$ cat src/rtl/cpu_pkg.sv
// Shared definitions for the CPU front end: fetch state encoding and
// instruction-word constants.
package cpu_pkg;

  typedef enum logic [1:0] {
    IDLE  = 2'd0,
    FETCH = 2'd1,
    HOLD  = 2'd2
  } fetch_state_e;

  localparam logic [31:0] NOP_INSTR        = 32'h0000_0000;
  localparam logic [31:0] INSTR_BYTES      = 32'd4;
  localparam logic [31:0] DEFAULT_RESET_PC = 32'h0000_0000;

  // Instruction addresses are always word aligned.
  function automatic logic [31:0] align_word(input logic [31:0] addr);
    return addr & 32'hFFFF_FFFC;
  endfunction

endpackage

$ cat src/rtl/instr_fetch.sv
// Instruction fetch stage: owns the PC, requests one word per instruction and
// holds it for the decoder until acknowledged.
module instr_fetch
  import cpu_pkg::*;
#(
  parameter logic [31:0] RESET_PC = DEFAULT_RESET_PC
) (
  input  logic        clk,
  input  logic        reset,
  output logic [31:0] imem_addr,
  output logic        imem_req,
  input  logic [31:0] imem_rdata,
  input  logic        imem_ready,
  output logic [31:0] instr,
  output logic        instr_valid,
  output logic [31:0] pc,
  input  logic        instr_ack,
  input  logic        redirect,
  input  logic [31:0] redirect_target,
  output logic [31:0] instret
);

  fetch_state_e r_state;
  logic [31:0]  r_fetch_addr;
  logic [31:0]  r_instr;
  logic [31:0]  r_pc;
  logic [31:0]  r_instret;
  logic         r_instr_valid;
  logic         r_imem_req;
  logic [31:0]  w_next_addr;

  // Next-PC mux; only consumed on an acknowledge in HOLD.
  assign w_next_addr = redirect ? align_word(redirect_target) : (r_pc + INSTR_BYTES);

  always_ff @(posedge clk) begin
    if (reset) begin
      r_state       <= IDLE;
      r_fetch_addr  <= RESET_PC;
      r_instr       <= NOP_INSTR;
      r_pc          <= RESET_PC;
      r_instret     <= 32'd0;
      r_instr_valid <= 1'b0;
      r_imem_req    <= 1'b0;
    end else begin
      case (r_state)
        IDLE: begin
          r_state    <= FETCH;
          r_imem_req <= 1'b1;
        end
        FETCH: begin
          if (imem_ready) begin
            r_instr       <= imem_rdata;
            r_pc          <= r_fetch_addr;
            r_instr_valid <= 1'b1;
            r_imem_req    <= 1'b0;
            r_state       <= HOLD;
          end
        end
        HOLD: begin
          if (instr_ack) begin
            r_fetch_addr  <= w_next_addr;
            r_instr       <= NOP_INSTR;
            r_instr_valid <= 1'b0;
            r_instret     <= r_instret + 32'd1;
            r_imem_req    <= 1'b1;
            r_state       <= FETCH;
          end
        end
        default: begin
          r_state       <= IDLE;
          r_instr       <= NOP_INSTR;
          r_instr_valid <= 1'b0;
          r_imem_req    <= 1'b0;
        end
      endcase
    end
  end

  // Every output comes straight from a register.
  assign imem_addr   = r_fetch_addr;
  assign imem_req    = r_imem_req;
  assign instr       = r_instr;
  assign instr_valid = r_instr_valid;
  assign pc          = r_pc;
  assign instret     = r_instret;

endmodule

$ cat config.mk
export PLATFORM = sky130hd
export DESIGN_NAME = instr_fetch
export DESIGN_NICKNAME = d
export VERILOG_FILES = /design/src/rtl/cpu_pkg.sv /design/src/rtl/instr_fetch.sv
export SDC_FILE = /design/constraint.sdc
export NUM_CORES = 1
export LEC_CHECK = 0
export CAP_MARGIN = 5
export CORE_MARGIN = 2
export CORE_UTILIZATION = 40
export CTS_BUF_LIST = sky130_fd_sc_hd__clkbuf_4
export CTS_CLUSTER_SIZE = 24
export DETAILED_ROUTE_END_ITERATION = 8
export HOLD_SLACK_MARGIN = 0.12
export PLACE_DENSITY = 0.75
export SYNTH_ARGS = -nofsm -noshare
export SYNTH_HDL_FRONTEND = slang
export SYNTH_SLANG_ARGS = --single-unit
$ cat constraint.sdc
create_clock -name clk -period 1.62 [get_ports clk]
set_input_delay 0.405 -clock clk [delete_from_list [all_inputs] [get_ports clk]]
set_output_delay 0.405 -clock clk [all_outputs]
set_load 0.005 [all_outputs]
Yosys cells after proc, flatten, opt, wreduce, memory -nomap -nowiden:

Index checks and enable logic that the tools add are counted.

* flip-flop bits (word level): 132
* bits in latches: 0
* bits in writable memories: 0
* memory bits (read-only): 0
* bits of input ports: 69
* logic and storage cells: 32
* memories kept: 0

* $add $sub $neg: 2
* $mul: 0
* div/mod/pow operators: 0
* $lt $le $gt $ge: 0
* equal/unequal tests: 4
* shift operators: 0
* mux-type cells: 13
* bitwise gates (word level): 1
* reduce and logical (&&, ||, !) cells: 5

Operators with widths (number)
* $mux W32: 3
* $pmux W32 S3: 1
* $add A32 B1 Y32 const B: 1
* $add A32 B3 Y32 const B: 1
* $pmux W1 S3: 2
* $pmux W2 S3: 1
* $reduce_and A2 Y1: 3
* $mux W1: 4
* $mux W2: 2
* $ne A2 B2 Y1 const B: 2
* $reduce_and A3 Y1: 1
* $eq A2 B1 Y1 const B: 1
* $eq A2 B2 Y1 const B: 1
* $logic_not A2 Y1: 1
* $not A1 Y1: 1

Longest topological paths before layout:

* depth in word-level cells: 3
* gate-level depth with buffers: 7
* depth with buffers taken out: 6

Worst setup path after synthesis:

OpenSTA, ideal clock, no wires.

* path kind: flip-flop to flip-flop
* start point: reg r_instret[0], in the netlist instret[0]
* end point: reg r_instret[28], in the netlist instret[28]
* arrival time: 1.650 ns
* required time: 1.492 ns
* slack: -0.158 ns
* stages on the path, launching flop included: 7
* clock period less this slack: 1.778 ns
* cell sequence: dfxtp_1 -> ha_1 -> nand3_1 -> nor4_1 -> nand4_1 -> xor2_1 -> nor2_1

* cells in the longest elaborated chain, start to end: 1

RTL lines
* start, declared: line instr_fetch.sv:27 `logic [31:0] r_instret;`
* start signal, assigned: line instr_fetch.sv:64 `r_instret <= r_instret + 32'd1;`
* $add A32 B1 Y32: line instr_fetch.sv:64

No other way between the ends.
A chain may end at the register's enable or synchronous reset.

Worst setup path after layout:

* start point: reg r_pc[3], in the netlist pc[3]
* end point: reg r_fetch_addr[17], in the netlist imem_addr[17]

* cells in the longest elaborated chain, start to end: 2

RTL lines
* start, declared: line instr_fetch.sv:26 `logic [31:0] r_pc;`
* start signal, assigned: line instr_fetch.sv:53 `r_pc <= r_fetch_addr;`
* $add A32 B3 Y32: line instr_fetch.sv:33 `assign w_next_addr = redirect ? align_word(redirect_target) : (r_pc + INSTR_BYTES);`
* $mux W32: line instr_fetch.sv:33
* end signal, assigned: line instr_fetch.sv:61 `r_fetch_addr <= w_next_addr;`
* end, declared: line instr_fetch.sv:24 `logic [31:0] r_fetch_addr;`

No other way between the ends.

==> impl_results.md <==
* Status: complete, but fails checks
* Failing checks: negative setup slack
* CP most frequent cell: buf_6
* Syn_area_per_cell at 8.33 sq um
* Reg clk slew, reported paths at 0.12 ns
* Power per cell area at 641 mW/mm^2
* Yosys top cell by area: dfxtp_1
* Max Root-Sink Buffers at 2
* Ys flop type: dfxtp_1
* Clk_lat worst skew at 0.53 ns
* Fillers at 1115
* Fmax achieved at 574 MHz
* Initial core utilization at 0.407
* DR vias at 6365
* Antenna violations before repair at 1
* Detailed Route Iter0 Violations at 405
* Post-synth ARST share at 0
* Clock Skew at ~0.014 ns
* Critical path class: flop to flop
* Seq/Total Area, Yosys at 0.466
* FF+latch count, synth at 131
* Sink Count at 131
* Arrival @ worst endpoint at 2.14 ns
* Average wire per standard cell at between 15 and 20 um
* Port bufs at 196
* Hold Crit Class: input port to flop
* Max FO, Critical Path at 10
* Fin crit period at 1.74 ns
* Row count at between 40 and 50
* Top post-synthesis cells by count: 131 x dfxtp_1, 103 x nand2_1, 81 x nor2_1, 58 x a21oi_1, 34 x clkbuf_1
* Final number of setup-violating endpoints at 24
* Max Slew Vio Count at 0
* Cell area after synthesis at 0.00563 sq mm
* CTS Buf Count at 17
* Area growth, synth to finish at 69.1%
* Slowest cell on crit path: dfxtp_2
* Hold_buf cts at 0
* Total grt overflow at 0
* CP startpoint kind: flop
* Crit path max-delay family: compound AO/OA/AOI/OAI gates
* CP max stage delay at approximately 0.38 ns
* DP HPWL at 11600 um
* Fin crit share at 1.08
* CP endpoint kind: flop
* Clk root buf: clkbuf_4
* Largest net degree at the start of global routing at 132
* MaxCap Viol Count at 0
* Die ar. at 0.0150 sq mm
* Post-synth net total at 747
* Cell count after synthesis at around 680
* Post-Layout Cell Count at 1191
* Worst-Margin Slew at 0.609 ns
* WP depth at 7
* GRT Overall Usage at 0.246
* Cells on worst reg2reg path at 7
* Fin Setup TNS at -0.730 ns
* Cell Chain, Critical Path: buf_6 -> and4_4 -> nand4_1 -> buf_6 -> o21a_1 -> o31ai_1 -> a211oi_1
* Warnings, synthesis at 0
* Yosys cell types at 40
* R2R Setup Slk at -0.12 ns
* Cells after DPL at 1081
* CORE AREA at 0.0138 sq mm
* Footprint of the multi-input gates at between 0.003 and 0.004 sq mm
* RSZ-0062 raised after global routing: yes
* Vias in the first global route at about 5.8k
* Die H at 123 um
* Min Hold Slack at slightly above 0.3 ns
* Via density at 5.34
* DR pass1 iterations at 5
* Routed wire length at 20200 um
* Buffer and inverter count on the worst path at 2
* Fin. Hold Viols at 0
* Slew HR at 0.594
* CTS tree: built
* GP Congestion at ~0.8
* CP required at between 2 and 2.5 ns
* Post-route DRC at 0
* H-tree levels at 4
* Worst setup margin at -0.122 ns
* Layout cells sized above 1 at 0.376
* Top post-synthesis cells by area: dfxtp_1 47%, nand2_1 6.9%, nor2_1 5.4%
* Die Width at between 100 and 150 um
* Global-route wire length before repair at 29000 um
* Static leakage at 0.00418 uW
* Top cell type's share of synthesized area at 0.466
* # IOs at 199
* Number of enable flip-flop cells after synthesis at 0
* Hold path depth at 3
* FF/Latch Area at 0.00281 sq mm
* Nets at 1069
* Worst vdd ir at 0.461 mV
* Antenna Violating Nets Remaining at 0
* Count leader, synth: dfxtp_1
[through the flow]
step / cell area (sq um) / worst slack (ns) / util / power (uW)
2_1_floorplan: 5660 / -0.0209 / - / 3630
3_3_place_gp: 8320 / -0.468 / 0.602 / 4030
6_report: 9520 / -0.122 / 0.688 / 6110
3_5_place_dp: 8320 / -0.519 / 0.602 / 4030
4_1_cts: 9070 / -0.144 / 0.656 / 6110
5_1_grt: 9520 / -0.168 / 0.688 / 6360
[logic make-up after synthesis]
family | count (synthesis) | synth area share
multiplexers | 3 | 0.00533
XOR/XNOR | 56 | 0.0871
buffers and inverters | 54 | 0.0367
AND/OR/NAND/NOR | 294 | 0.255
AO/OA/AOI/OAI | 136 | 0.146
flip-flops | 131 | 0.466
adder cells (fa/ha/maj) | 2 | 0.00444
[state kept, by name, indices dropped and copies added (netlist names)]
signal / flops
imem_addr: 32
instr: 32
instret: 32
pc: 32
r_state: 2
instr_valid: 1
[where the power goes]
group,switching [uW],internal [uW],total (uW)
Combinational,313,356,668
Sequential,34.2,3260,3290
Clock,1150,989,2140
[placed cells by master, fill, tap and decap left out, types with 6 or more instances in the layout]
cell type	count
clkdlybuf4s50_1	64
xnor2_1	26
buf_4	114
nand2_1	102
nand3b_1	11
inv_1	9
xor2_1	28
buf_2	29
clkdlybuf4s15_1	11
nand4_1	18
dlygate4sd2_1	84
a211oi_1	14
and3_1	12
o22ai_1	8
nor2_1	74
a21oi_1	55
dfxtp_4	15
o21ai_0	13
dfxtp_2	101
dfxtp_1	15
buf_6	28
nor3_2	6
nand3_1	16
clkbuf_4	23
a22oi_1	32
buf_12	7
[metal layers]
layer | GRT usage | vias up | share of wire
met5 | 0 | - | 0
met4 | 0.0977 | 0 | 0.027
met3 | 0.0618 | 57 | 0.063
li1 | - | 3007 | -
met1 | 0.298 | 3049 | 0.41
met2 | 0.416 | 252 | 0.50
[final timing paths]
path / startpoint / end
max reg2reg: pc[3] / imem_addr[17]
min: redirect / imem_addr[31]
min reg2reg: pc[1] / pc[1]
max: pc[3] / imem_addr[17]
[layout make-up]
cell class                 count  share of cell area
clock inverter                 8             0.00907
timing repair buffer         347               0.325
tap                          180              0.0237
clock buffer                  23              0.0181
multi-input combinational    492               0.325
antenna                        1            0.000263
inverter                       9             0.00355
sequential                   131               0.295
[worst reg2reg max path, stage by stage (launching register included)]
cell	delay, ns
dfxtp_2	0.38
buf_6	0.12
and4_4	0.21
nand4_1	0.11
buf_6	0.19
o21a_1	0.20
o31ai_1	0.26
a211oi_1	0.15
[what timing repair did]
| action | in CTS | in global routing |
|---|---|---|
| setup buffers | 61 | 14 |
| gates resized for setup | 375 | 70 |
| pin swaps | 15 | 27 |
| setup endpoints to repair | 145 | 63 |
| gates cloned | 1 | 6 |
No activity file was read; power rests on OpenSTA's default activity.
